### src/rtl/pc_fetch_stage_pkg.sv
// Shared fetch-stage definitions: datapath width, FSM encodings and reset defaults.
package pc_fetch_stage_pkg;

    localparam int XLEN = 32;

    localparam logic [1:0] ST_IDLE  = 2'd0;
    localparam logic [1:0] ST_FETCH = 2'd1;
    localparam logic [1:0] ST_HOLD  = 2'd2;
    localparam logic [1:0] ST_DROP  = 2'd3;

    localparam logic [XLEN-1:0] DEF_RESET_PC = 32'h0000_0000;
    localparam logic [XLEN-1:0] DEF_NOP_INST = 32'h0000_0000;
    localparam int DEF_FETCH_TIMEOUT = 255;

endpackage

### src/rtl/fetch_watchdog.sv
// Fetch timeout watchdog: saturating wait counter and sticky error flag.
module fetch_watchdog #(
    parameter int TIMEOUT = 255
) (
    input  logic clk,
    input  logic rst_n,
    input  logic req,
    input  logic ack,
    output logic fetch_err
);

    localparam logic [7:0] LIMIT = 8'(TIMEOUT);

    logic [7:0] count;

    // Error is raised on the same edge that the counter reaches the limit.
    always_ff @(posedge clk or negedge rst_n) begin
        if (!rst_n) begin
            count     <= '0;
            fetch_err <= 1'b0;
        end else begin
            if (!req || ack) begin
                count <= '0;
            end else if (count != LIMIT) begin
                count <= count + 8'd1;
            end
            if (req && !ack && (count >= LIMIT - 8'd1)) begin
                fetch_err <= 1'b1;
            end
        end
    end

endmodule

### src/rtl/pc_fetch_stage.sv
// Program counter and instruction fetch stage: req/ack memory side,
// valid/ready hand-off to decode, redirect handling and fetch watchdog.
module pc_fetch_stage
    import pc_fetch_stage_pkg::*;
#(
    parameter logic [XLEN-1:0] RESET_PC      = DEF_RESET_PC,
    parameter logic [XLEN-1:0] NOP_INST      = DEF_NOP_INST,
    parameter int              FETCH_TIMEOUT = DEF_FETCH_TIMEOUT
) (
    input  logic            clk,
    input  logic            rst_n,
    input  logic [XLEN-1:0] pc_next,
    input  logic            redirect,
    input  logic            stall,
    output logic [XLEN-1:0] pc,
    output logic [XLEN-1:0] pc_plus4,
    output logic            imem_req,
    output logic [XLEN-1:0] imem_addr,
    input  logic            imem_ack,
    input  logic [XLEN-1:0] imem_rdata,
    output logic            inst_valid,
    input  logic            inst_ready,
    output logic [XLEN-1:0] inst,
    output logic [XLEN-1:0] inst_pc,
    output logic            fetch_err
);

    logic [1:0]      state;
    logic [XLEN-1:0] issue_addr;

    assign pc_plus4   = pc + 32'd4;
    assign issue_addr = redirect ? pc_next : pc;

    always_ff @(posedge clk or negedge rst_n) begin
        if (!rst_n) begin
            state      <= ST_IDLE;
            pc         <= RESET_PC;
            imem_req   <= 1'b0;
            imem_addr  <= RESET_PC;
            inst_valid <= 1'b0;
            inst       <= NOP_INST;
            inst_pc    <= '0;
        end else begin
            unique case (state)
                ST_IDLE: begin
                    if (redirect) pc <= pc_next;
                    if (!stall) begin
                        state     <= ST_FETCH;
                        imem_req  <= 1'b1;
                        imem_addr <= issue_addr;
                    end
                end
                ST_FETCH: begin
                    if (imem_ack) begin
                        pc <= pc_next;
                        if (!redirect) begin
                            inst       <= imem_rdata;
                            inst_pc    <= imem_addr;
                            inst_valid <= 1'b1;
                            imem_req   <= 1'b0;
                            state      <= ST_HOLD;
                        end else if (!stall) begin
                            imem_addr <= pc_next;
                        end else begin
                            imem_req <= 1'b0;
                            state    <= ST_IDLE;
                        end
                    end else if (redirect) begin
                        pc    <= pc_next;
                        state <= ST_DROP;
                    end
                end
                // Stale request still in flight: wait for its ack, then discard.
                ST_DROP: begin
                    if (redirect) pc <= pc_next;
                    if (imem_ack) begin
                        if (!stall) begin
                            state     <= ST_FETCH;
                            imem_addr <= issue_addr;
                        end else begin
                            imem_req <= 1'b0;
                            state    <= ST_IDLE;
                        end
                    end
                end
                ST_HOLD: begin
                    if (redirect) begin
                        inst_valid <= 1'b0;
                        inst       <= NOP_INST;
                        pc         <= pc_next;
                    end else if (inst_ready) begin
                        inst_valid <= 1'b0;
                    end
                    if (redirect || inst_ready) begin
                        if (!stall) begin
                            state     <= ST_FETCH;
                            imem_req  <= 1'b1;
                            imem_addr <= issue_addr;
                        end else begin
                            state <= ST_IDLE;
                        end
                    end
                end
            endcase
        end
    end

    fetch_watchdog #(
        .TIMEOUT (FETCH_TIMEOUT)
    ) u_watchdog (
        .clk       (clk),
        .rst_n     (rst_n),
        .req       (imem_req),
        .ack       (imem_ack),
        .fetch_err (fetch_err)
    );

endmodule

### config.mk
export PLATFORM = sky130hd
export DESIGN_NAME = pc_fetch_stage
export DESIGN_NICKNAME = d
export VERILOG_FILES = /design/src/rtl/pc_fetch_stage_pkg.sv /design/src/rtl/fetch_watchdog.sv /design/src/rtl/pc_fetch_stage.sv
export SDC_FILE = /design/constraint.sdc
export NUM_CORES = 1
export LEC_CHECK = 0
export BUFFER_PORTS_ARGS = -buffer_cell sky130_fd_sc_hd__buf_4
export CAP_MARGIN = 10
export CORE_MARGIN = 2
export CORE_UTILIZATION = 50
export CTS_BUF_LIST = sky130_fd_sc_hd__clkbuf_16
export CTS_CLUSTER_DIAMETER = 50
export DETAILED_ROUTE_END_ITERATION = 7
export PLACE_DENSITY = 0.9
export SYNTH_ARGS = -nofsm -noshare
export SYNTH_HDL_FRONTEND = slang
export SYNTH_SLANG_ARGS = --single-unit
### constraint.sdc
create_clock -name clk -period 2.3 [get_ports clk]
set_input_delay 0.575 -clock clk [delete_from_list [all_inputs] [get_ports clk]]
set_output_delay 0.575 -clock clk [all_outputs]
set_load 0.01 [all_outputs]
Word-level counts from Yosys, hierarchy flattened:

Index checks and enable logic that the tools add are counted.

* logic and storage cells: 81
* bits in registers: 141
* output and inout port bits: 163
* input port bits: 70

* add/subtract/negate cells: 2
* equality and inequality tests: 15
* reduce and logical (&&, ||, !) cells: 16
* bitwise logic cells: 1
* order comparisons: 1
* mux-type cells: 37

Operators by type and width (number)
* $mux 32: 11
* $pmux 32 s2: 2
* $pmux 32 s4: 1
* $add 32x3->32 const B: 1
* $mux 8: 2
* $ne 2x2->1 const B: 8
* $mux 2: 7
* $mux 1: 11
* $reduce_and 5->1: 2
* $add 8x1->8 const B: 1
* $ge 8x8->1 const B: 1
* $ne 8x8->1 const B: 1
* $pmux 2 s4: 1
* $reduce_and 4->1: 2
* $ne 3x3->1 const B: 2
* $reduce_and 3->1: 2
* $eq 2x2->1 const B: 2
* $ne 4x4->1 const B: 1
* $pmux 1 s4: 1
* $reduce_bool 2->1: 2
* $reduce_or 3->1: 1
* $eq 2x1->1 const B: 1
* $logic_and 1x1->1: 2
* $logic_not 1->1: 2
* other kinds (4): 5

Logic depth before layout (Yosys ltp):

* depth in word-level cells: 4
* depth in mapped cells: 6
* depth with buffers taken out: 5

Hierarchy:

Synthesis repeated with hierarchy kept, for this count alone.

* cells, all modules: 509
* area total of the unflattened synthesis: 6376.1 um2

By module, submodules not included
* pc_fetch_stage: sequential area each 3303.2 um2, cells each 462, area each 5905.7 um2, times used 1
* fetch_watchdog: sequential area each 225.2 um2, cells each 47, area each 470.5 um2, times used 1

Worst setup path after synthesis:

OpenSTA, ideal clock, no wires.

* path type: register to output
* start point: register pc[2]
* end point: output pc_plus4[26]
* stages on the path, launching flop included: 6
* data arrival time: 1.691 ns
* path buffers: 0
* setup slack: 0.034 ns
* required time: 1.725 ns
* cells stage by stage: dfrtp_1 > ha_1 > nand4_1 > nor4_4 > and4_1 > xor2_1

* longest elaborated chain between the ends: 1

RTL lines
* start: declaration: line pc_fetch_stage.sv:15 `output logic [XLEN-1:0] pc,`
* start signal: assignment: line pc_fetch_stage.sv:46 `if (redirect) pc <= pc_next;`
* start signal: assignment: line pc_fetch_stage.sv:55 `pc <= pc_next;`
* start signal: assignment: line pc_fetch_stage.sv:69 `pc <= pc_next;`
* $add 32x3->32: line pc_fetch_stage.sv:31 `assign pc_plus4 = pc + 32'd4;`
* end: declaration: line pc_fetch_stage.sv:16 `output logic [XLEN-1:0] pc_plus4,`

Every way passes these cells.

Worst setup path after layout:

* start point: register pc[10]
* end point: output pc_plus4[29]

Same word-level chain as after synthesis.

==> metrics.md <==
| Metric | Value |
|---|---|
| Run status | `finished with violations` |
| Failing checks | `setup timing` |
| Pins Over Slew Limit | `0` |
| Nets@finish | `868` |
| Starting density of the core | `51.3%` |
| Final worst slack | `-0.332 ns` |
| Global-route wire length before repair | `29.7 mm` |
| Crit start category | `flop` |
| RR Endpoint | `inst_pc[3]` |
| IO Count | `233` |
| DRC Markers | `0` |
| Xor/xnor share of the synthesized area | `4.05%` |
| Skew final | `0.00736 ns` |
| Leakage | `4.52 nW` |
| Clock sink count | `141` |
| Hold_buf cts | `0` |
| Critical path, cell by cell | `and3_4 -> nand3_2 -> buf_6 -> nor4_2 -> xor2_1 -> buf_4` |
| Synthesized area per cell | `12.6 um^2` |
| Chip height | `118 um` |
| Worst rel slew slack | `70.9%` |
| Antenna violations before repair | `0` |
| Cell count after synthesis | `514` |
| Vias in the first global route | `5568` |
| Synth warn | `0` |
| Setup TNS | `-4.18 ns` |
| Crit-path max cell delay | `0.40 ns` |
| Routed vias/inst | `5.54` |
| Synth cell types | `49` |
| Sw Share | `31.2%` |
| Wirelength, routed | `19.0 mm` |
| Main combinational cell family by area after synthesis | `multiplexers` |
| Final Hold Fails | `0` |
| Width of the die | `118 um` |
| Layout cells sized above 1 | `56.2%` |
| Count leader, synth | `dfrtp_1` |
| Worst hold slack | `0.0352 ns` |
| Via Count | `5431` |
| Post-synth top cells | `dfrtp_1, mux2_2, nor2_1` |
| HP Class | `in -> async` |
| Crit path capture type | `primary output` |
| Final setup vio count | `19` |
| RSZ-0062 raised after global routing | `true` |
| Gpl congestion | `0.852` |
| Area growth, synth to finish | `47.5%` |
| Internal power | `6.62 mW` |
| Crit-path max FO | `5` |
| Grt ovf | `0` |
| Post-synth top area share | `54.5%` |
| CP Data Required Time | `1.73 ns` |
| Post-Synth Simple-Gate Area | `9.73%` |
| Routed Antenna Nets | `0` |
| Initial DRC Count | `238` |
| P_sw | `3.01 mW` |
| Largest net degree at the start of global routing | `58` |
| Fin crit period | `2.63 ns` |
| Worst-Margin Slew | `0.434 ns` |
| Slowest-stage cell, CP | `dfrtp_1` |
| Sequential share of the synthesized area | `54.5%` |
| Worst Setup SP | `pc[10]` |
| Clock transition at path regs | `0.06 ns` |
| Port bufs | `232` |
| Die ar. | `13900 um^2` |
| #FFs+latches synth | `141` |
| Synth area leaders | `dfrtp_1, mux2_2, mux2i_1` |
| Drt pass-1 iters | `5` |
| Mux cell area share after synthesis | `16.1%` |
| Crit share post-route | `114%` |
| Flop2flop setup slack | `0.47 ns` |
| Share of total power in combinational logic | `34.0%` |
| Root Buffer | `clkbuf_16` |
| Compound-gate portion of the synthesized area | `11.3%` |
| Max Cap Viol | `0` |
| H-tree levels | `4` |
| Reg2Reg Launch Point | `state[1]` |
| Largest area contributor in the netlist | `dfrtp_1` |
| Sequential power share | `37.7%` |
| Clock Latency Late Sink | `0.43 ns` |
| Ant. Diodes | `0` |
| Worst R2R Path Depth | `4` |
| Post-synth EDFFs | `0` |
| Ys async rst share | `100%` |
| CP Class | `reg -> out` |
| WL/cell | `19.3 um` |
| Arrival @ worst endpoint | `2.06 ns` |
| Highest clock rate | `0.380 GHz` |
| Main flop type after synthesis | `dfrtp_1` |
| Pwr Density | `1010 nW/um^2` |
| CTS buffer count | `17` |
| TritonCTS clock tree | `done` |
| Clock power frac | `28.2%` |
| DPL Wire Length | `13.1 mm` |
| Post-Synth Adder-Cell Area | `0.579%` |
| Peak VDD IR | `0.000879 V` |
| Core area | `12600 um^2` |
| Mapped cell area | `6480 um^2` |
| Syn nets | `587` |
| Row count | `41` |
| Total GRT Usage | `27.3%` |
| Max Root-Sink Buffers | `2` |
sequential cells by signal, indices dropped and copies added (netlist names):
register              cells
u_watchdog.count          8
imem_addr                32
inst                     32
pc                       32
u_watchdog.fetch_err      1
inst_pc                  32
imem_req                  1
state                     2
inst_valid                1
cells by family after synthesis:
logic type / count (synthesis)
AND/OR/NAND/NOR: 116
XOR/XNOR: 30
buffers and inverters: 38
adder cells (fa/ha/maj): 3
flip-flops: 141
AO/OA/AOI/OAI: 90
multiplexers: 96
worst max-delay path: cells and delay by family, from the launching register on:
kind          cells  cell delay (ns)
buf+inv           2             0.34
xor+xnor          1             0.20
flops             1             0.40
simple gates      3             0.69
power groups by stage:
| stage | clock (mW) | sequential [mW] | combinational, mW |
|---|---|---|---|
| after floorplan | 0 | 3.94 | 1.10 |
| final | 2.72 | 3.63 | 3.28 |
| after CTS | 2.75 | 3.62 | 3.23 |
| after detailed placement | 0 | 3.65 | 3.14 |
| after global placement | 0 | 3.60 | 3.06 |
| after global routing | 2.87 | 3.71 | 3.48 |
area by class of cell:
type	count	area, um^2
clock inverters	15	154
fillers	794	3060
flip-flops and latches	141	3530
well taps	172	215
repair buffers	294	2290
multi-input cells	335	2920
clock buffers	17	425
inverters	6	22.5
per-stage QoR:
stage / area [um^2] / util [%] / power, mW / worst slack (ns) / instances
6_report: 9560 / 75.7 / 9.63 / -0.332 / 980
3_5_place_dp: 8580 / 68.0 / 6.80 / -0.0263 / 927
2_1_floorplan: 6480 / - / 5.04 / 0.0338 / 514
5_1_grt: 9560 / 75.7 / 10.1 / -0.414 / 980
3_3_place_gp: 8580 / 68.0 / 6.66 / 0.0156 / 927
4_1_cts: 9360 / 74.2 / 9.60 / -0.265 / 971
cell usage in the layout, fill, tap and decap left out, types with 12 or more instances in the layout:
master     netlist  final
a21oi_2         28     29
a22o_1          32     32
buf_4            9    278
buf_6            7     13
clkbuf_16        0     17
dfrtp_1        141    139
mux2_2          64     64
mux2i_1         32     32
nand2_1         15     13
nor2_1          45     44
xnor2_1         17     12
xor2_1          13     12
worst max-delay path by stage:
stage	end	slack, ns	cells past startpoint
2_1_floorplan	pc_plus4[26]	0.03	5
3_3_place_gp	pc_plus4[26]	0.02	6
3_5_place_dp	pc_plus4[26]	-0.03	6
4_1_cts	pc_plus4[26]	-0.26	7
5_1_grt	pc_plus4[29]	-0.41	6
6_report	pc_plus4[29]	-0.33	6
metal layers:
| layer | vias to the layer above | GRT usage [%] | wire length [um] | share of wire, % |
|---|---|---|---|---|
| met1 | 2718 | 32.3 | 7440 | 39 |
| met3 | 46 | 8.67 | 1480 | 7.8 |
| met5 | - | 0 | 0 | 0 |
| met2 | 258 | 45.7 | 9500 | 50 |
| li1 | 2409 | - | - | - |
| met4 | 0 | 12.0 | 552 | 2.9 |
timing repair:
action | in CTS | in global routing
gates cloned | 0 | 1
pin swaps | 11 | 20
setup endpoints to repair | 22 | 23
resized for setup | 26 | 29
setup buffers | 12 | 10
hold endpoints to repair | 0 | 0
(Power assumes the default switching activity.)
